===== src/rtl/burst_line_adaptor_if.sv =====
// burst_line_adaptor_if: cache line port and physical-memory burst port seen by the adaptor.
// slave is the adaptor's view; master is the cache/memory environment's view.
interface burst_line_adaptor_if #(
    parameter int unsigned LINE_WIDTH  = 256,
    parameter int unsigned BURST_WIDTH = 64,
    parameter int unsigned ADDR_WIDTH  = 32
);
    logic                   ca_read;
    logic                   ca_write;
    logic [ADDR_WIDTH-1:0]  ca_address;
    logic [LINE_WIDTH-1:0]  ca_wdata;
    logic [LINE_WIDTH-1:0]  ca_rdata;
    logic                   ca_resp;
    logic                   ca_err;
    logic                   pmem_read;
    logic                   pmem_write;
    logic [ADDR_WIDTH-1:0]  pmem_address;
    logic [BURST_WIDTH-1:0] pmem_wdata;
    logic [BURST_WIDTH-1:0] pmem_rdata;
    logic                   pmem_resp;

    modport slave (
        input  ca_read, ca_write, ca_address, ca_wdata, pmem_rdata, pmem_resp,
        output ca_rdata, ca_resp, ca_err, pmem_read, pmem_write, pmem_address, pmem_wdata
    );

    modport master (
        output ca_read, ca_write, ca_address, ca_wdata, pmem_rdata, pmem_resp,
        input  ca_rdata, ca_resp, ca_err, pmem_read, pmem_write, pmem_address, pmem_wdata
    );
endinterface


===== src/rtl/burst_line_adaptor.sv =====
// burst_line_adaptor: turns line-wide cache reads/writes into BEATS-long memory bursts.
// Define BURST_LINE_ADAPTOR_TIMEOUT_EN to add an inter-beat watchdog that aborts with ca_err.
module burst_line_adaptor #(
    parameter int unsigned LINE_WIDTH     = 256,
    parameter int unsigned BURST_WIDTH    = 64,
    parameter int unsigned ADDR_WIDTH     = 32,
    parameter int unsigned TIMEOUT_CYCLES = 1024
) (
    input  logic                 clk,
    input  logic                 rst_n,
    burst_line_adaptor_if.slave  bus
);
    localparam int unsigned BEATS = LINE_WIDTH / BURST_WIDTH;
    localparam int unsigned CW    = $clog2(BEATS);
    localparam logic [ADDR_WIDTH-1:0] LINE_MASK = ~ADDR_WIDTH'(LINE_WIDTH / 8 - 1);

    if (BEATS < 2 || LINE_WIDTH != BEATS * BURST_WIDTH || (BEATS & (BEATS - 1)) != 0 ||
        TIMEOUT_CYCLES < 1) begin : g_bad_params
        $error("burst_line_adaptor: unsupported parameter combination");
    end

    typedef enum logic [2:0] {IDLE, RBURST, WBURST, DONE, ABORT} state_t;

    state_t                state_q, state_d;
    logic [CW-1:0]         cnt_q, cnt_d;
    logic [ADDR_WIDTH-1:0] addr_q, addr_d;
    logic [LINE_WIDTH-1:0] line_q, line_d;
    logic [LINE_WIDTH-1:0] rdata_q, rdata_d;
    logic                  burst;

    assign burst = state_q == RBURST || state_q == WBURST;

`ifdef BURST_LINE_ADAPTOR_TIMEOUT_EN
    localparam int unsigned WW = $clog2(TIMEOUT_CYCLES + 1);
    logic [WW-1:0] wd_q, wd_d;
    logic          expired;
    assign expired = burst && !bus.pmem_resp && wd_q == WW'(TIMEOUT_CYCLES - 1);
    assign wd_d    = (burst && !bus.pmem_resp) ? wd_q + 1'b1 : '0;
    always_ff @(posedge clk or negedge rst_n) begin
        if (!rst_n) wd_q <= '0;
        else        wd_q <= wd_d;
    end
`endif

    always_ff @(posedge clk or negedge rst_n) begin
        if (!rst_n) state_q <= IDLE;
        else        state_q <= state_d;
    end

    always_comb begin
        state_d = state_q;
        cnt_d   = cnt_q;
        addr_d  = addr_q;
        line_d  = line_q;
        rdata_d = rdata_q;
        case (state_q)
            IDLE: begin
                cnt_d = '0;
                if (bus.ca_read || bus.ca_write) begin
                    addr_d  = bus.ca_address & LINE_MASK;
                    state_d = bus.ca_read ? RBURST : WBURST;
                end
                if (!bus.ca_read && bus.ca_write) line_d = bus.ca_wdata;
            end
            RBURST, WBURST: if (bus.pmem_resp) begin
                cnt_d = cnt_q + 1'b1;
                if (state_q == RBURST) rdata_d[cnt_q*BURST_WIDTH +: BURST_WIDTH] = bus.pmem_rdata;
                if (cnt_q == CW'(BEATS - 1)) state_d = DONE;
            end
            default: state_d = IDLE;
        endcase
`ifdef BURST_LINE_ADAPTOR_TIMEOUT_EN
        if (expired) state_d = ABORT;
`endif
    end

    always_ff @(posedge clk or negedge rst_n) begin
        if (!rst_n) begin
            cnt_q   <= '0;
            addr_q  <= '0;
            line_q  <= '0;
            rdata_q <= '0;
        end else begin
            cnt_q   <= cnt_d;
            addr_q  <= addr_d;
            line_q  <= line_d;
            rdata_q <= rdata_d;
        end
    end

    always_comb begin
        bus.pmem_read    = state_q == RBURST;
        bus.pmem_write   = state_q == WBURST;
        bus.ca_resp      = state_q == DONE;
        bus.pmem_address = addr_q;
        bus.pmem_wdata   = state_q == WBURST ? line_q[cnt_q*BURST_WIDTH +: BURST_WIDTH] : '0;
        bus.ca_rdata     = rdata_q;
`ifdef BURST_LINE_ADAPTOR_TIMEOUT_EN
        bus.ca_err       = state_q == ABORT;
`else
        bus.ca_err       = 1'b0;
`endif
    end
endmodule


===== src/flat_wrapper.sv =====
// flat-port wrapper written by rule: the top's interface ports become plain ports
module burst_line_adaptor_flat 
#(
    parameter int unsigned LINE_WIDTH     = 256,
    parameter int unsigned BURST_WIDTH    = 64,
    parameter int unsigned ADDR_WIDTH     = 32,
    parameter int unsigned TIMEOUT_CYCLES = 1024
)
  (clk, rst_n, bus_ca_read, bus_ca_write, bus_ca_address, bus_ca_wdata, bus_pmem_rdata, bus_pmem_resp, bus_ca_rdata, bus_ca_resp, bus_ca_err, bus_pmem_read, bus_pmem_write, bus_pmem_address, bus_pmem_wdata);
  burst_line_adaptor_if #(.LINE_WIDTH(LINE_WIDTH), .BURST_WIDTH(BURST_WIDTH), .ADDR_WIDTH(ADDR_WIDTH)) bus_i ();
  input  logic clk;
  input  logic rst_n;
  input wire logic [$bits(bus_i.ca_read)-1:0] bus_ca_read;
  input wire logic [$bits(bus_i.ca_write)-1:0] bus_ca_write;
  input wire logic [$bits(bus_i.ca_address)-1:0] bus_ca_address;
  input wire logic [$bits(bus_i.ca_wdata)-1:0] bus_ca_wdata;
  input wire logic [$bits(bus_i.pmem_rdata)-1:0] bus_pmem_rdata;
  input wire logic [$bits(bus_i.pmem_resp)-1:0] bus_pmem_resp;
  output wire logic [$bits(bus_i.ca_rdata)-1:0] bus_ca_rdata;
  output wire logic [$bits(bus_i.ca_resp)-1:0] bus_ca_resp;
  output wire logic [$bits(bus_i.ca_err)-1:0] bus_ca_err;
  output wire logic [$bits(bus_i.pmem_read)-1:0] bus_pmem_read;
  output wire logic [$bits(bus_i.pmem_write)-1:0] bus_pmem_write;
  output wire logic [$bits(bus_i.pmem_address)-1:0] bus_pmem_address;
  output wire logic [$bits(bus_i.pmem_wdata)-1:0] bus_pmem_wdata;
  assign bus_i.ca_read = bus_ca_read;
  assign bus_i.ca_write = bus_ca_write;
  assign bus_i.ca_address = bus_ca_address;
  assign bus_i.ca_wdata = bus_ca_wdata;
  assign bus_i.pmem_rdata = bus_pmem_rdata;
  assign bus_i.pmem_resp = bus_pmem_resp;
  assign bus_ca_rdata = bus_i.ca_rdata;
  assign bus_ca_resp = bus_i.ca_resp;
  assign bus_ca_err = bus_i.ca_err;
  assign bus_pmem_read = bus_i.pmem_read;
  assign bus_pmem_write = bus_i.pmem_write;
  assign bus_pmem_address = bus_i.pmem_address;
  assign bus_pmem_wdata = bus_i.pmem_wdata;
  burst_line_adaptor #(.LINE_WIDTH(LINE_WIDTH), .BURST_WIDTH(BURST_WIDTH), .ADDR_WIDTH(ADDR_WIDTH), .TIMEOUT_CYCLES(TIMEOUT_CYCLES)) u_core (.clk(clk), .rst_n(rst_n), .bus(bus_i));
endmodule

===== config.mk =====
export PLATFORM = sky130hd
export DESIGN_NAME = burst_line_adaptor_flat
export DESIGN_NICKNAME = d
export VERILOG_FILES = /design/src/rtl/burst_line_adaptor_if.sv /design/src/rtl/burst_line_adaptor.sv /design/src/flat_wrapper.sv
export SDC_FILE = /design/constraint.sdc
export NUM_CORES = 1
export LEC_CHECK = 0
export CORE_AREA = 8 8 274 276
export DETAILED_ROUTE_END_ITERATION = 12
export DIE_AREA = 0 0 282 284
export PLACE_DENSITY = 0.69
export SLEW_MARGIN = 25
export SYNTH_ARGS = -nofsm -noshare
export SYNTH_HDL_FRONTEND = slang
export SYNTH_SLANG_ARGS = --single-unit

===== constraint.sdc =====
create_clock -name clk -period 5.7 [get_ports clk]
set_input_delay 0.57 -clock clk [delete_from_list [all_inputs] [get_ports clk]]
set_output_delay 0.57 -clock clk [all_outputs]
set_load 0.01 [all_outputs]

[After elaboration in Yosys (flattened, before gate mapping)]
Index checks and enable logic that the tools add are counted.
Cells by class
  equality and inequality tests: 7
  muxes and demuxes: 9
  reduce and logical (&&, ||, !) cells: 11
  shift-type cells: 3
  $add $sub $neg: 2
Operator list (number)
  $bwmux W256: 1
  $shift A64 B34 Y256 const A: 1
  $shiftx A256 B9 Y64: 1
  $shiftx A64 B34 Y256: 1
  $mux W64: 1
  $neg A8 Y34: 1
  $mux W3: 3
  $eq A3 B2 Y1 const B: 2
  $pmux W3 S2: 1
  $reduce_and A2 Y1: 3
  $reduce_and A3 Y1: 2
  $mux W2: 2
  $ne A2 B1 Y1 const B: 2
  $pmux W2 S2: 1
  $eq A3 B1 Y1 const B: 1
  $logic_not A3 Y1: 1
  $add A2 B1 Y2 const B: 1
  $eq A2 B2 Y1 const B: 1
  $ne A2 B2 Y1 const B: 1
  $reduce_bool A2 Y1: 1
  $reduce_or A2 Y1: 1
  $logic_and A1 B1 Y1: 1
  $logic_not A1 Y1: 1
  $logic_or A1 B1 Y1: 1
Word-level totals
  flip-flop bits (word level): 544
  logic and storage cells: 37
  output and inout port bits: 356

[Logic depth before layout (Yosys ltp)]
Gate-level depths: netlist of the first run.
  depth after elaboration: 4
  mapped depth: 9
  mapped depth without buffers: 5

[Worst setup path before layout of the first run]
OpenSTA, ideal clock, no wires.
  path kind: register -> register
  from: register u_core.cnt_q[1]
  to: register u_core.rdata_q[104] (netlist: u_core.bus.ca_rdata[104])
  period minus slack after synthesis: 2.464 ns
  cell stages (with the launch flop): 9
  library setup time: 0.066 ns
  arrival time: 2.397 ns
  slack: 3.236 ns
  path through: dfrtp_1 -> buf_2 -> buf_1 -> inv_1 -> ha_1 -> inv_2 -> nor4_2 -> clkbuf_1 -> a22o_1
On the way
  word-level cells in the longest chain between the ends: 3
  elaborated cells between the ends (all ways): 4
Ends and longest elaborated chain
  from (decl): RTL line burst_line_adaptor.sv:25  | logic [CW-1:0] cnt_q, cnt_d;
  from (signal assigned): RTL line burst_line_adaptor.sv:84  | cnt_q <= cnt_d;
  $neg A8 Y34 *: RTL line burst_line_adaptor.sv:67  | if (state_q == RBURST) rdata_d[cnt_q*BURST_WIDTH +: BURST_WIDTH] = bus.pmem_rdata;
  $shiftx A64 B34 Y256 / $shift A64 B34 Y256 (equally long branches): RTL line burst_line_adaptor.sv:67
  $bwmux W256 *: RTL line burst_line_adaptor.sv:67
  to (signal assigned): RTL line burst_line_adaptor.sv:87  | rdata_q <= rdata_d;
  to (decl): RTL line burst_line_adaptor.sv:28  | logic [LINE_WIDTH-1:0] rdata_q, rdata_d;
Mark *: on every way between the ends. The rest lies on a longest branch, timed or not.
A chain may end at the register's enable or synchronous reset.

[Final worst setup path of the first run]
  from: register u_core.cnt_q[1]
  to: output bus_pmem_wdata[39]
On the way
  word-level cells in the longest chain between the ends: 2
Ends and longest elaborated chain
  $shiftx A256 B9 Y64: RTL line burst_line_adaptor.sv:96  | bus.pmem_wdata = state_q == WBURST ? line_q[cnt_q*BURST_WIDTH +: BURST_WIDTH] : '0;
  $mux W64: RTL line burst_line_adaptor.sv:96
  to (decl): RTL line flat_wrapper.sv:25  | output wire logic [$bits(bus_i.pmem_wdata)-1:0] bus_pmem_wdata;
Every way passes these cells.

==> impl_results.md, run 1 <==
* Post-synth top cells: dfrtp_1, mux2_2, a22o_1, and2_1, mux4_2
* First-pass GRT wire length at 110 mm
* DRC viols at 0
* Hold Crit Class: in -> async
* Worst-Margin Slew at 0.990 ns
* Leak at 13.5 nW
* H-tree levels at 2
* Post-synthesis sequential element count at 543
* Placed insts at 2,945
* Worst r2r src: u_core.cnt_q[0]
* Worst-path cell chain: buf_4 -> mux4_2 -> and2_1 -> clkdlybuf4s50_1
* ANT nets after route at 0
* Total gr overflow at 0
* Switching Share at 29.4%
* WP buf/inv at 2
* Internal power at 11.1 mW
* Max incr delay on CP at 0.86 ns
* Total routed wirelength at 73.7 mm
* GRT Resource Usage Total at 18.0%
* Sw power at 4.63 mW
* Maximum clock rate at 0.261 GHz
* Area of the mapped netlist at 0.0218 mm²
* Post-CTS setup buffers at 0
* IO Count at 713
* Sum of negative setup slack at 0 ns
* Most common cell in the netlist: dfrtp_1
* CP Capture Type: output port
* CTS root buf: clkbuf_16
* Period utilisation layout at 67.1%
* Core area at 0.0708 mm²
* Crit Path Category: reg -> out
* Synth warn at 0
* Worst vdd ir at 0.329 mV
* Die span in x at 282 µm
* Min Tclk post-route at 3.83 ns
* Final nets at 2,424
* Yosys cell types at 25
* Reg2Reg Capture Point: u_core.bus.ca_rdata[5]
* Setup Skew at 0.00872 ns
* Crit path capture: bus_pmem_wdata[39]
* Critical path origin: u_core.cnt_q[1]
* Slew HR at 34.0%
* Largest net degree at the start of global routing at 131
* Top cells by area, synth: dfrtp_1, mux2_2, a22o_1
* EDFF count, synth at 0
* Post-synthesis sequential area ratio at 62.4%
* Clock Latency Late Sink at 0.58 ns
* CP delay by family, top: buffers and inverters
* Area delta synth->final at 46.2%
* Final Wtd Congestion at 0.859
* Startpoint Class: register
* Hpwl dp at 53.0 mm
* Async SR Flop Fraction at 100%
* Critical path depth in cells at 4
* Main flop type after synthesis: dfrtp_1
* Power density over the cells at 494 mW/mm²
* Vias in the first global route at 16,600
* Die height at 284 µm
* Via count at 15,000
* Vias per inst at 4.91
* Status: finished clean
* IO buf count at 701
* Logic pwr share at 36.1%
* Reg2Reg Depth at 6
* Data required time of the worst path at 5.13 ns
* Mean Syn Cell Area at 15.9 µm²
* Unrepaired setup endpoints after global routing: false
* Final max-slew violation count at 0
* Final setup viols at 0
* Largest fanout on the critical path at 42
* Num CTS Buffers at 57
* Max cap viols at 0
* Initial antenna violation count at 13
* Seq pwr share at 39.7%
* Site Rows at 98
* Die footprint at 0.0801 mm²
* Clk network pwr share at 24.2%
* Detailed Routing Iterations Pass 1 at 7
* Starting Density at 30.8%
* Post-Layout Cell Count at 3,060
* Share of Yosys cell area claimed by the top area cell type at 62.4%
* Post_cts resized at 0
* Clock Sinks at 543
* Data arrival, critical path at 3.26 ns
* Hold Fails Final Rpt at 0
* Setup slack, reg-to-reg at 2.50 ns
* CTS Buffer Depth at 3
* Share of layout cells above drive strength 1 at 23.3%
* Hold-fix buffers at CTS at 0
* Crit-path slowest cell: dfrtp_4
* Final Total Pwr at 15.7 mW
* Drt wl/cell at 24.1 µm
* Cells after synthesis at 1,370
* Post-synth top area cell: dfrtp_1
* Clock transition at the registers of the reported paths at 0.06 ns
* DR iter-0 viols at 913
* CTS tree: done
==> through the flow <==
step                util, %  hold WS [ns]  area, µm²  setup slack (ns)
floorplan                 -         0.274      21800              3.24
global placement       42.2         0.482      29900              2.42
detailed placement     42.2         0.488      29900              2.43
CTS                    44.9        0.0581      31800              1.76
global route           45.0         0.109      31800              1.67
finish                 45.0        0.0566      31800              1.87
==> worst register-to-register path: cells and delay by family (launching register included) <==
family / cells / cell delay (ns)
buffers and inverters: 2 / 0.99
flip-flops: 1 / 0.65
AND/OR/NAND/NOR: 2 / 0.62
adder cells (fa/ha/maj): 1 / 0.52
AO/OA/AOI/OAI: 1 / 0.34
==> power by group through the flow <==
stage	clock network [mW]	logic (mW)	registers, mW
6_report	3.81	5.68	6.24
3_5_place_dp	0	5.76	6.30
4_1_cts	3.93	5.79	6.24
3_3_place_gp	0	5.65	6.20
2_1_floorplan	0	2.95	6.18
5_1_grt	4.08	6.09	6.42
==> sequential cells by signal (all words and copies together), names as in the netlist <==
name / flops
u_core.bus.ca_rdata: 256
u_core.bus.pmem_address: 27
u_core.cnt_q: 2
u_core.line_q: 256
u_core.state_q: 2
==> placed cells by master, fill, tap and decap left out, drive strengths merged, types with 6 or more instances in the layout <==
| cell type | instances |
|---|---|
| dfrtp | 543 |
| and2 | 64 |
| buf | 32 |
| a22o | 256 |
| mux2 | 285 |
| diode | 12 |
| bufinv | 6 |
| inv | 6 |
| clkbuf | 81 |
| conb | 6 |
| clkinv | 12 |
| mux4 | 64 |
| clkdlybuf4s50 | 700 |
| ha | 13 |
==> metal layers <==
| metal | up-vias | part of all wire [%] | global-route usage [%] |
|---|---|---|---|
| li1 | 6500 | - | - |
| met1 | 7809 | 37 | 20.9 |
| met2 | 556 | 51 | 30.5 |
| met3 | 144 | 7.8 | 5.40 |
| met4 | 2 | 3.9 | 7.70 |
| met5 | - | 0.0095 | 0 |
==> how the worst min path moves through the flow <==
stage | start | to | slack (ns) | cells after the start
floorplan | rst_n | u_core.bus.ca_rdata[0] | 0.27 | 0
global placement | u_core.line_q[158] | u_core.line_q[158] | 0.48 | 1
detailed placement | u_core.line_q[168] | u_core.line_q[168] | 0.49 | 1
CTS | rst_n | u_core.bus.ca_rdata[181] | 0.06 | 1
global route | rst_n | u_core.bus.ca_rdata[109] | 0.11 | 1
finish | rst_n | u_core.bus.ca_rdata[169] | 0.06 | 1
==> cells by family after synthesis <==
group / Yosys count / synth area share, %
compound gates: 262 / 10.5
fa+ha+maj: 13 / 0.747
flops: 543 / 62.4
buf+inv: 118 / 2.48
other cells: 1 / 0.0172
simple gates: 83 / 2.44
mux: 350 / 21.4
==> area by class of cell <==
class                      count  area [µm²]
fill                        6300       38900
sequential                   543       13600
tap                          950        1190
timing repair buffer         732        7320
multi-input combinational    714        7740
inverter                       6        22.5
clock buffer                  81        1650
antenna                       12        30.0
clock inverter                22         274
Power figures use the tool's default switching activity.
==> inputs of run 2 (changes only) <==
Settings changed: CORE_AREA 8 8 274 276 to 8 8 269 271, DIE_AREA 0 0 282 284 to 0 0 277 279, PLACE_DENSITY 0.69 to 0.7.
Clock period 5.7 ns to 3.6 ns, I/O delays scaled along.
==> run 2 against run 1 <==
Against the previous run:
- register-to-register slack worse by 1.7 ns
- routed wire length is 1.7% higher
- highest routed layer unchanged
- flip-flop and latch count stayed put
==> impl_results.md, run 2 (synthesized netlist as in run 1, its figures left out) <==
* CP Capture Type: output port
* Pre-CTS setup slack at 0.644 ns (-1.79 ns)
* Hold Crit Class: in -> async
* Status: finished clean
* IO Count at 713 (unchanged)
* Startpoint Class: register
* Num CTS Buffers at 59 (+3.5%)
* Most common cell after layout, fill and taps aside: clkdlybuf4s50_1
* H-tree levels at 2 (unchanged)
* Site Rows at 96 (-2.0%)
* Total routed wirelength at 74.9 mm (+1.7%)
* Die span in x at 277 µm (-1.8%)
* Setup ws final at 0.307 ns (-1.57 ns)
* Data arrival, critical path at 2.93 ns (-0.33 ns)
* Final setup viols at 0 (unchanged)
* Die height at 279 µm (-1.8%)
* Data required time of the worst path at 3.24 ns (-1.89 ns)
* Switching Share at 29.8% (+0.38 points)
* Vias in the first global route at 16,800 (+1.4%)
* Min Tclk post-route at 3.29 ns
* Final nets at 2,431 (+0.29%)
* Seq pwr share at 38.9% (-0.8 points)
* Starting Density at 32.0% (+1.3 points)
* Hold Fails Final Rpt at 0 (unchanged)
* Final Wtd Congestion at 0.819 (-4.7%)
* Worst-Margin Slew at 0.943 ns (-0.0472 ns)
* Total gr overflow at 0 (unchanged)
* Clk network pwr share at 24.4% (+0.2 points)
* CP delay by family, top: buffers and inverters
* Core area at 0.0680 mm² (-3.9%)
* Hpwl dp at 53.5 mm (+0.97%)
* Setup Skew at 0.0155 ns (+0.00680 ns)
* Crit Path Category: reg -> out
* Area delta synth->final at 47.1%
* CTS tree: done
* GRT Resource Usage Total at 18.6% (+0.68 points)
* Worst-path cell chain: buf_4 -> mux4_2 -> and2_1 -> clkdlybuf4s50_1
* Max cap viols at 0 (unchanged)
* Period utilisation layout at 91.5%
* Slew HR at 37.1% (+3.1 points)
* Most frequent cells in the layout: clkdlybuf4s50_1, dfrtp_1, mux2_2
* Worst vdd ir at 0.507 mV (+54%)
* Crit-path slowest cell: dfrtp_4
* Share of layout cells above drive strength 1 at 23.8% (+0.56 points)
* Via count at 15,100 (+0.85%)
* Internal power at 17.6 mW (+59%)
* DRC viols at 0 (unchanged)
* Detailed Routing Iterations Pass 1 at 5 (-2)
* Largest fanout on the critical path at 16 (-62%)
* Unrepaired setup endpoints after global routing: false
* Max incr delay on CP at 0.64 ns (-0.22 ns)
* Sum of negative setup slack at 0 ns (unchanged)
* Clock Latency Late Sink at 0.62 ns (+0.04 ns)
* Register area at 0.0136 mm² (unchanged)
* Vias per inst at 5.03 (+2.6%)
* Logic pwr share at 36.7% (+0.6 points)
* CTS Buffer Depth at 3 (unchanged)
* Drt wl/cell at 24.9 µm (+3.4%)
* Leak at 13.7 nW (+0.90%)
* Multi-input combinational cell area at 0.00774 mm² (unchanged)
* Initial antenna violation count at 16 (+3)
* Clock Sinks at 543 (unchanged)
* WP buf/inv at 2 (unchanged)
* Power density over the cells at 784 mW/mm² (+59%)
* First-pass GRT wire length at 112 mm (+1.3%)
* Post_cts resized at 0 (unchanged)
* Largest net degree at the start of global routing at 110 (-16%)
* Die footprint at 0.0773 mm² (-3.5%)
* ANT nets after route at 0 (unchanged)
* DR iter-0 viols at 963 (+5.5%)
* Clock transition at the registers of the reported paths at 0.06 ns (about the same)
* Maximum clock rate at 0.304 GHz
* IO buf count at 701 (unchanged)
* CTS root buf: clkbuf_16
* Final max-slew violation count at 0 (unchanged)
* # fillers at 5,905 (-6.3%)
* Sw power at 7.48 mW (+62%)
[run 2: changes by cell type in the layout (fill, tap and decap cells not counted), moves of 4 or more]
cell / change
clkinv_2: +4
buf_12: +11
bufinv_16: -4
buf_4: -7
clkbuf_16: +4
[run 2: power by group through the flow]
stage	registers, mW	clock network (mW)	logic, mW
after floorplan	9.79	0	4.67
after global placement	9.70	0	9.09
after detailed placement	9.86	0	9.28
after CTS	9.78	6.29	9.32
after global routing	10.0	6.54	9.82
final	9.77	6.12	9.22
[run 2: worst paths after layout]
path,startpoint,slack (ns),cells past startpoint,to
max in group asynchronous,rst_n,2.14,3,u_core.bus.ca_rdata[59]
hold reg to reg,u_core.line_q[135],0.50,1,u_core.line_q[135]
setup reg to reg,u_core.cnt_q[0],0.82,6,u_core.bus.ca_rdata[69]
min in group clk,bus_ca_wdata[14],0.35,2,u_core.line_q[14]
hold / removal,rst_n,0.35,2,u_core.line_q[130]
setup / recovery,u_core.cnt_q[0],0.31,4,bus_pmem_wdata[4]
[run 2: what timing repair did]
action | 4_1_cts | 5_1_grt
setup buffers | 0 | 1
setup endpoints to repair | 0 | 7
endpoints found under the hold margin | 71 | 0
hold buffers | 1 | 0
[run 2: metrics by stage]
step           util, %  area, µm²  cells  power [mW]  hold WS, ns
6_report          47.1      32000   3008        25.1        0.348
5_1_grt           47.1      32000   3008        26.4        0.312
4_1_cts           47.0      31900   2993        25.4        0.298
3_5_place_dp      44.0      29900   2880        19.1        0.432
3_3_place_gp      44.0      29900   2880        18.8        0.421
2_1_floorplan        -      21800   1375        14.5       0.0644
[run 2: area by class of cell]
cell class                 instances  share of cell area (%)
sequential                       543                    42.5
multi-input combinational        714                    24.2
timing repair buffer             737                    23.5
clock buffer                      84                    5.44
tap                              882                    3.45
clock inverter                    28                   0.805
antenna                           14                   0.109
inverter                           6                  0.0704
[run 2: routing by layer]
metal	up-vias	global-route usage [%]	share of wire [%]
li1	6516	-	-
met1	7849	22.1	38
met2	591	31.3	50
met3	180	4.78	6.6
met4	2	9.54	4.9
met5	-	0	0.017
==> inputs of run 3 (changes only) <==
--- a/config.mk
+++ b/config.mk
@@ -7,6 +7,6 @@
 export LEC_CHECK = 0
-export CORE_AREA = 8 8 269 271
+export CORE_AREA = 8 8 272 274
 export DETAILED_ROUTE_END_ITERATION = 12
-export DIE_AREA = 0 0 277 279
-export PLACE_DENSITY = 0.7
+export DIE_AREA = 0 0 280 282
+export PLACE_DENSITY = 0.69
 export SLEW_MARGIN = 25
--- a/constraint.sdc
+++ b/constraint.sdc
@@ -3,2 +3,2 @@
 set_output_delay 0.36 -clock clk [all_outputs]
-set_load 0.01 [all_outputs]
+set_load 0.02 [all_outputs]
==> run 3 against run 2 <==
Against the previous run:
- core utilization is 0.73 points lower
- setup slack worse by 0.031 ns
- sequential share of layout area shrank 0.29 points
==> impl_results.md, run 3 (synthesized netlist as in run 1, its figures left out) <==
* Status: finished clean
* Clock Sinks at 543 (unchanged)
* Sw power at 8.41 mW (+12%)
* Via count at 15,300 (+1.3%)
* CTS root buf: clkbuf_16
* Period utilisation layout at 92.3% (+0.86 points)
* Crit-path slowest cell: dfrtp_4
* Largest fanout on the critical path at 34 (+18)
* Hold Path Sink: u_core.line_q[79]
* CP Capture Type: output port
* Worst-path cell chain: buf_4 -> mux4_2 -> and2_1 -> clkdlybuf4s50_1
* Reg2Reg Capture Point: u_core.bus.ca_rdata[59]
* Final setup viols at 0 (unchanged)
* Leak at 13.8 nW (+0.68%)
* Worst hold stages at 2
* Hpwl dp at 53.8 mm (+0.56%)
* H-tree levels at 2 (unchanged)
* Post_cts resized at 0 (unchanged)
* Post-Layout Cell Count at 3,069 (+2.0%)
* Setup Skew at 0.00986 ns (-0.00566 ns)
* IO Count at 713 (unchanged)
* Worst vdd ir at 0.500 mV (-1.3%)
* Largest net degree at the start of global routing at 106 (-3.6%)
* IO buf count at 701 (unchanged)
* Num CTS Buffers at 60 (+1.7%)
* GRT Resource Usage Total at 18.1% (-0.52 points)
* Switching Share at 31.9% (+2.1 points)
* Logic pwr share at 38.2% (+1.5 points)
* Sum of negative setup slack at 0 ns (unchanged)
* Area delta synth->final at 48.1%
* DR iter-0 viols at 874 (-9.2%)
* Site Rows at 97 (+1.0%)
* Seq pwr share at 37.4% (-1.5 points)
* Slew HR at 36.6% (-0.51 points)
* Final Wtd Congestion at 0.840 (+2.5%)
* Hold path start: bus_ca_wdata[79]
* Clock Latency Late Sink at 0.61 ns (about the same)
* Max incr delay on CP at 0.79 ns (+0.15 ns)
* Hold Crit Class: in -> reg
* Hold Fails Final Rpt at 0 (unchanged)
* Reg2Reg Depth at 7 (+1)
* Max cap viols at 0 (unchanged)
* CTS Buffer Depth at 3 (unchanged)
* Vias per inst at 4.99 (-0.76%)
* Post-layout util at 46.3% (-0.73 points)
* Internal power at 18.0 mW (+2.1%)
* Vias in the first global route at 16,900 (+0.48%)
* Final max-slew violation count at 0 (unchanged)
* Placed insts at 2,947 (+2.3%)
* Unrepaired setup endpoints after global routing: false
* Worst r2r src: u_core.cnt_q[0]
* Crit Path Category: reg -> out
* Final nets at 2,441 (+0.41%)
* Die height at 282 µm (+1.1%)
* Total routed wirelength at 74.5 mm (-0.55%)
* Data required time of the worst path at 3.24 ns (about the same)
* Detailed Routing Iterations Pass 1 at 5 (unchanged)
* Data arrival, critical path at 2.96 ns (+0.03 ns)
* CTS tree: done
* Power density over the cells at 819 mW/mm² (+4.5%)
* Core area at 0.0695 mm² (+2.3%)
* Setup slack, reg-to-reg at 0.67 ns (-0.15 ns)
* ANT nets after route at 0 (unchanged)
* Starting Density at 31.3% (-0.72 points)
* First-pass GRT wire length at 110 mm (-1.3%)
* Drt wl/cell at 24.3 µm (-2.5%)
* Total gr overflow at 0 (unchanged)
* Most common cell after layout, fill and taps aside: clkdlybuf4s50_1
* Startpoint Class: register
* Min Tclk post-route at 3.32 ns (+0.0308 ns)
* Initial antenna violation count at 10 (-6)
* Share of layout cells above drive strength 1 at 24.1% (+0.24 points)
* Maximum clock rate at 0.301 GHz (-0.93%)
* Die footprint at 0.0790 mm² (+2.2%)
* Worst-Margin Slew at 0.951 ns (+0.00765 ns)
* Post-route worst hold slack at 0.359 ns (+0.0115 ns)
* Clock transition at the registers of the reported paths at 0.06 ns (about the same)
* Die span in x at 280 µm (+1.1%)
* DRC viols at 0 (unchanged)
* Clk network pwr share at 24.4% (about the same)
* Most frequent cells in the layout: clkdlybuf4s50_1, dfrtp_1, mux2_2
run 3: cell count changes in the layout (fill, tap and decap cells not counted):
cell and delta:
clkbuf_1 +1, inv_16 -1, clkinvlp_4 -3, diode_2 -5, inv_6 +2, clkinv_2 -2, clkbuf_16 +1, clkinv_16 -1
clkbuf_8 -1, clkinv_4 -2, bufinv_16 +5, buf_4 +8, buf_12 +1
run 3: worst max path at each step:
stage	from	end	slack (ns)	depth (start not counted)
CTS	u_core.cnt_q[0]	bus_pmem_wdata[37]	0.05	4
floorplan	u_core.cnt_q[1]	u_core.bus.ca_rdata[104]	1.14	8
global route	u_core.cnt_q[0]	bus_pmem_wdata[37]	0.11	4
finish	u_core.cnt_q[1]	bus_pmem_wdata[7]	0.28	4
global placement	u_core.cnt_q[0]	bus_pmem_wdata[37]	0.73	4
detailed placement	u_core.cnt_q[0]	bus_pmem_wdata[37]	0.73	4
run 3: metal layers:
layer  track usage, %  routed length (µm)  up-vias
met4             8.03                2960        2
li1                 -                   -     6541
met3             5.09                5440      162
met2             30.9               38200      629
met5                0                  13        -
met1             21.3               27900     7994
run 3: through the flow:
stage                     power (mW)  worst slack, ns  area, µm²
final                           26.4            0.276      32200
after global routing            27.7            0.112      32200
after CTS                       26.7           0.0480      32200
after detailed placement        20.1            0.728      30100
after global placement          19.8            0.732      30100
after floorplan                 15.4             1.14      21800
run 3: power groups by stage:
stage | sequential [mW] | combinational (mW) | clock, mW
after floorplan | 10.4 | 4.95 | 0
final | 9.87 | 10.1 | 6.43
after global placement | 9.81 | 9.97 | 0
after detailed placement | 9.96 | 10.2 | 0
after CTS | 9.88 | 10.2 | 6.59
after global routing | 10.2 | 10.7 | 6.83
run 3: cell type report:
| type | instances | area, µm² |
|---|---|---|
| antenna | 9 | 22.5 |
| timing repair buffer | 746 | 7590 |
| inverter | 6 | 22.5 |
| clock buffer | 85 | 1760 |
| fill | 6113 | 37300 |
| clock inverter | 26 | 325 |
| multi-input combinational | 714 | 7740 |
| sequential | 543 | 13600 |
| tap | 940 | 1180 |
run 3: repair_timing:
item,4_1_cts,5_1_grt
setup endpoints to repair,0,1
buffers inserted,0,1
hold endpoints to repair,90,0
hold buffers,1,0
run 3: worst max-delay path, delay by kind of cell, from the launching register on:
| kind | cells | cell delay (ns) |
|---|---|---|
| flip-flops | 1 | 0.79 |
| multiplexers | 1 | 0.36 |
| buffers and inverters | 2 | 0.96 |
| AND/OR/NAND/NOR | 1 | 0.19 |
==> RTL change 1 (flow settings as in run 2) <==
`LINE_WIDTH` is set to 256 in 3 places; all go to 128.
--- a/src/rtl/burst_line_adaptor_if.sv
+++ b/src/rtl/burst_line_adaptor_if.sv
@@ -1,7 +1,7 @@
 // burst_line_adaptor_if: cache line port and physical-memory burst port seen by the adaptor.
 // slave is the adaptor's view; master is the cache/memory environment's view.
 interface burst_line_adaptor_if #(
-    parameter int unsigned LINE_WIDTH  = 256,
+    parameter int unsigned LINE_WIDTH  = 128,
     parameter int unsigned BURST_WIDTH = 64,
     parameter int unsigned ADDR_WIDTH  = 32
 );
--- a/src/rtl/burst_line_adaptor.sv
+++ b/src/rtl/burst_line_adaptor.sv
@@ -1,7 +1,7 @@
 // burst_line_adaptor: turns line-wide cache reads/writes into BEATS-long memory bursts.
 // Define BURST_LINE_ADAPTOR_TIMEOUT_EN to add an inter-beat watchdog that aborts with ca_err.
 module burst_line_adaptor #(
-    parameter int unsigned LINE_WIDTH     = 256,
+    parameter int unsigned LINE_WIDTH     = 128,
     parameter int unsigned BURST_WIDTH    = 64,
     parameter int unsigned ADDR_WIDTH     = 32,
     parameter int unsigned TIMEOUT_CYCLES = 1024
--- a/src/flat_wrapper.sv
+++ b/src/flat_wrapper.sv
@@ -1,7 +1,7 @@
 // flat-port wrapper written by rule: the top's interface ports become plain ports
 module burst_line_adaptor_flat 
 #(
-    parameter int unsigned LINE_WIDTH     = 256,
+    parameter int unsigned LINE_WIDTH     = 128,
     parameter int unsigned BURST_WIDTH    = 64,
     parameter int unsigned ADDR_WIDTH     = 32,
     parameter int unsigned TIMEOUT_CYCLES = 1024
Interface: changed (resized bus_ca_rdata and bus_ca_wdata); port bits go from 713 to 457. No check against the original RTL was run, so the function may have changed too.
==> RTL change 1 against run 2 <==
  * Power fell by 34%
  * Clock skew fell by 0.0011 ns
  * Worst setup slack improved by 0.35 ns
  * Final cell count fell by 29%
  * Routed wire length fell by 50%
  * Count of clock-buffer cells in the layout fell by 33
  * Area after synthesis fell by 44%
  * Design area fell by 41%
  * Worst hold slack improved by 0.092 ns
  * Largest power group is now combinational cells
  * Synthesized cell count fell by 44%
  * Sequential share of layout area fell by 4.5 points
  * Sequential cell count fell by 256
==> RTL change 1: results (changes against run 2) <==
Outcome
  – Status: complete, no violations

Min path
  – Hold Path Class: in2reg

Power and ir drop
  – Maximum VDD drop: 0.000390 V (-23%)
  – Pleak: 0.00796 uW (-42%)

Clocking
  – Num CTS Buffers: 35 (-41%)
  – Worst-Skew Late Latency: 0.53 ns (-0.09 ns)
  – Root Driver: clkbuf_16

Cells and area
  – Share of layout cells above drive strength 1: 28.7% (+4.9 points)
  – Fin nets: 1,468 (-40%)
  – Filler instances: 6,880 (+17%)

Drt
  – DR iter-0 viols: 331 (-66%)
  – Via density per instance: 3.75 (-26%)
  – Drt first pass iters: 4 (-1)
  – Routed len/inst: 17.4 um (-30%)
  – DR vias: 8,021 (-47%)

Setup path
  – Worst EP arrival: 2.58 ns (-0.35 ns)
  – Top Family by Delay on Critical Path: buffers and inverters
  – Worst-path maximum fanout: 23 (+7)
  – Worst path max stage delay: 0.70 ns (+0.06 ns)

Yosys
  – Synth Instances: 773 (-44%)
  – Commonest cells post-synth: dfrtp_1, mux2_2, mux2i_1, nor2b_1, mux2_4
  – Post-synthesis compound-gate area fraction: 0.265% (-10 points)
  – Sequential area share after synthesis: 58.6% (-3.9 points)
  – Synth unique cells: 22 (-12%)
  – Mux contribution to synthesized area: 33.3% (+12 points)
  – Area contributors post-synth: dfrtp_1, mux2_2, mux2_4

GRT
  – GRT Overall Usage: 9.36% (-9.3 points)
  – Initial antenna violation count: 1 (-15)
  – Vias in the first global route: 9,183 (-45%)
  – First-pass GRT wire length: 57,000 um (-49%)

Place
  – Pre-CTS WS: 0.859 ns (+0.215 ns)
  – Gp weighted congestion: 0.743 (-9.3%)
  – Dpl cells: 2,078 (-28%)
  – Dpl hpwl: 27,400 um (-49%)
  – Buffers added on ports: 447 (-36%)

STA
  – Slew margin rel.: 41.8% (+4.6 points)
  – Setup Skew: 0.0144 ns (-0.00109 ns)
-- RTL change 1: changes by cell type after synthesis, sizes merged, moves of 2 or more --
cell	before	now
clkbuf	46	7
ha	13	5
buf	66	42
dfrtp	543	287
nor2b	0	64
mux4	64	0
inv	6	3
nor4b	2	0
nor4	4	0
mux2i	1	64
nand2	4	2
and2	64	0
nand3	4	2
a22o	256	0
-- RTL change 1: final cells by class --
type / instances / area, um^2 / area share [%]
clock buffer: 51 / 1010 / 5.33
inverter: 3 / 11.3 / 0.0596
timing repair buffer: 469 / 4760 / 25.2
tap: 882 / 1100 / 5.84
clock inverter: 8 / 159 / 0.841
antenna: 3 / 7.51 / 0.0397
multi-input combinational: 438 / 4660 / 24.7
sequential: 287 / 7190 / 38.0
-- RTL change 1: cells by family (layout without fill, tap and decap cells) --
group	after synthesis	after routing
buffers and inverters	52	531
adder cells (fa/ha/maj)	5	5
flip-flops	287	287
multiplexers	350	350
AND/OR/NAND/NOR	73	73
other	1	8
AO/OA/AOI/OAI	5	5
-- RTL change 1: final timing paths --
path,from,end,slack [ns],depth (start not counted)
setup / recovery,u_core.cnt_q,bus_pmem_wdata[23],0.66,4
hold / removal,bus_ca_wdata[104],u_core.line_q[104],0.44,2
setup reg to reg,u_core.state_q[1],u_core.bus.ca_rdata[39],1.19,5
hold reg to reg,u_core.bus.pmem_address[22],u_core.bus.pmem_address[22],0.50,1
max in group asynchronous,rst_n,u_core.cnt_q,2.20,3
min in group asynchronous,rst_n,u_core.bus.ca_rdata[28],0.50,2
-- RTL change 1: per-stage QoR --
step	cell area, um^2	power [uW]
global placement	17700	13000
CTS	18900	17000
detailed placement	17700	13200
global route	18900	17700
floorplan	12300	9460
finish	18900	16600
-- RTL change 1: power by group --
part	internal (uW)	total [uW]	switching [uW]
clock network	2230	3590	1360
registers	4880	5830	951
logic	4500	7210	2710
total	11600	16600	5020
-- RTL change 1: layer usage --
| metal | wire length [um] | GRT usage, % | up-vias | part of all wire (%) |
|---|---|---|---|---|
| met5 | 0 | 0 | - | 0 |
| met4 | 997 | 2.94 | 0 | 2.7 |
| met3 | 3310 | 4.00 | 52 | 8.9 |
| met2 | 18300 | 16.1 | 324 | 49 |
| met1 | 14600 | 10.4 | 4033 | 39 |
| li1 | - | - | 3612 | - |
==> RTL change 2 (config.mk and constraints of run 2) <==
Made on the original files. Take the reset off `addr_q` and `rdata_q` and load them in a clocked block of their own.
--- a/src/rtl/burst_line_adaptor.sv
+++ b/src/rtl/burst_line_adaptor.sv
@@ -77,15 +77,16 @@
     always_ff @(posedge clk or negedge rst_n) begin
         if (!rst_n) begin
             cnt_q   <= '0;
-            addr_q  <= '0;
             line_q  <= '0;
-            rdata_q <= '0;
         end else begin
             cnt_q   <= cnt_d;
-            addr_q  <= addr_d;
             line_q  <= line_d;
-            rdata_q <= rdata_d;
         end
+    end
+
+    always_ff @(posedge clk) begin
+        addr_q  <= addr_d;
+        rdata_q <= rdata_d;
     end
 
     always_comb begin
Function: not settled (the Yosys comparison gave no result); the edit may change what the design does.
==> RTL change 2 against run 2 <==
  * Highest routed layer unchanged
  * Worst setup slack got worse by 0.037 ns
  * Largest cell class unchanged
  * Final cell count rose by 0.30%
  * Sequential cell count did not move
  * Design area rose by 0.34%
  * Register-to-register slack improved by 0.04 ns
  * Routed wire length fell by 6.0%
  * Die area did not move
  * Clock skew fell by 0.0028 ns
  * Largest power group unchanged
  * Power fell by 8.0%
  * Area after synthesis rose by 1.8%
==> RTL change 2: results (changes against run 2) <==
Outcome
  – Status: complete, no violations

Power and ir drop
  – Comb pwr: 7560 uW (-18%)
  – Clock network power: 6020 uW (-2%)
  – Maximum VDD drop: 0.000532 V (+5.1%)
  – Int Power: 16,400 uW (-7.1%)

Cells and area
  – Register area: 15,000 um^2 (+10%)
  – Fin nets: 2,437 (+0.25%)
  – Non-clk buf share: 22.8% (-0.63 points)
  – Filler instances: 5,795 (-1.9%)
  – N_diodes: 20 (+6)
  – # clk buffers: 72 (-14%)
  – Share of layout cells above drive strength 1: 21.4% (-2.4 points)
  – Non-clk bufs: 724 (-1.8%)

Place
  – Gp weighted congestion: 0.821 (+0.17%)
  – DP Area: 30,100 um^2 (+0.65%)
  – Pre-CTS WS: 0.832 ns (+0.188 ns)
  – Dpl hpwl: 52,200 um (-2.4%)

Yosys
  – Synth unique cells: 32 (+28%)
  – Area contributors post-synth: edfxtp_1, dfrtp_1, mux2_2
  – Post-synth EDFFs: 283 (+283)
  – Sequential area share after synthesis: 67.8% (+5.3 points)

Setup path
  – Worst EP arrival: 2.97 ns (+0.04 ns)
  – Critical Path End: bus_pmem_wdata[28]

STA
  – Hold slack: 0.283 ns (-0.0649 ns)
  – Slew margin rel.: 33.1% (-4.1 points)
  – Setup Skew: 0.0127 ns (-0.00278 ns)

GRT
  – First-pass GRT wire length: 103,000 um (-7.5%)
-- RTL change 2: cell count changes after synthesis, moves of 15 or more --
cell | run 2 | this run
mux2_2 | 285 | 258
nand2b_1 | 2 | 50
clkbuf_1 | 46 | 31
dfrtp_1 | 543 | 260
a22o_1 | 256 | 0
edfxtp_1 | 0 | 283
nor2_1 | 2 | 148
and2_1 | 64 | 173
-- RTL change 2: logic make-up after synthesis --
logic type	synth area share (%)
buf+inv	2.38
simple gates	9.26
flops	67.8
fa+ha+maj	0.734
mux	19.7
other cells	0.0169
compound gates	0.186
-- RTL change 2: per-layer routing --
layer / GRT usage, % / vias up / part of all wire (%)
met2: 30.2 / 645 / 50
met4: 7.58 / 20 / 3.7
li1: - / 6289 / -
met5: 0 / - / 0.18
met1: 19.4 / 7041 / 36
met3: 7.03 / 138 / 9.4
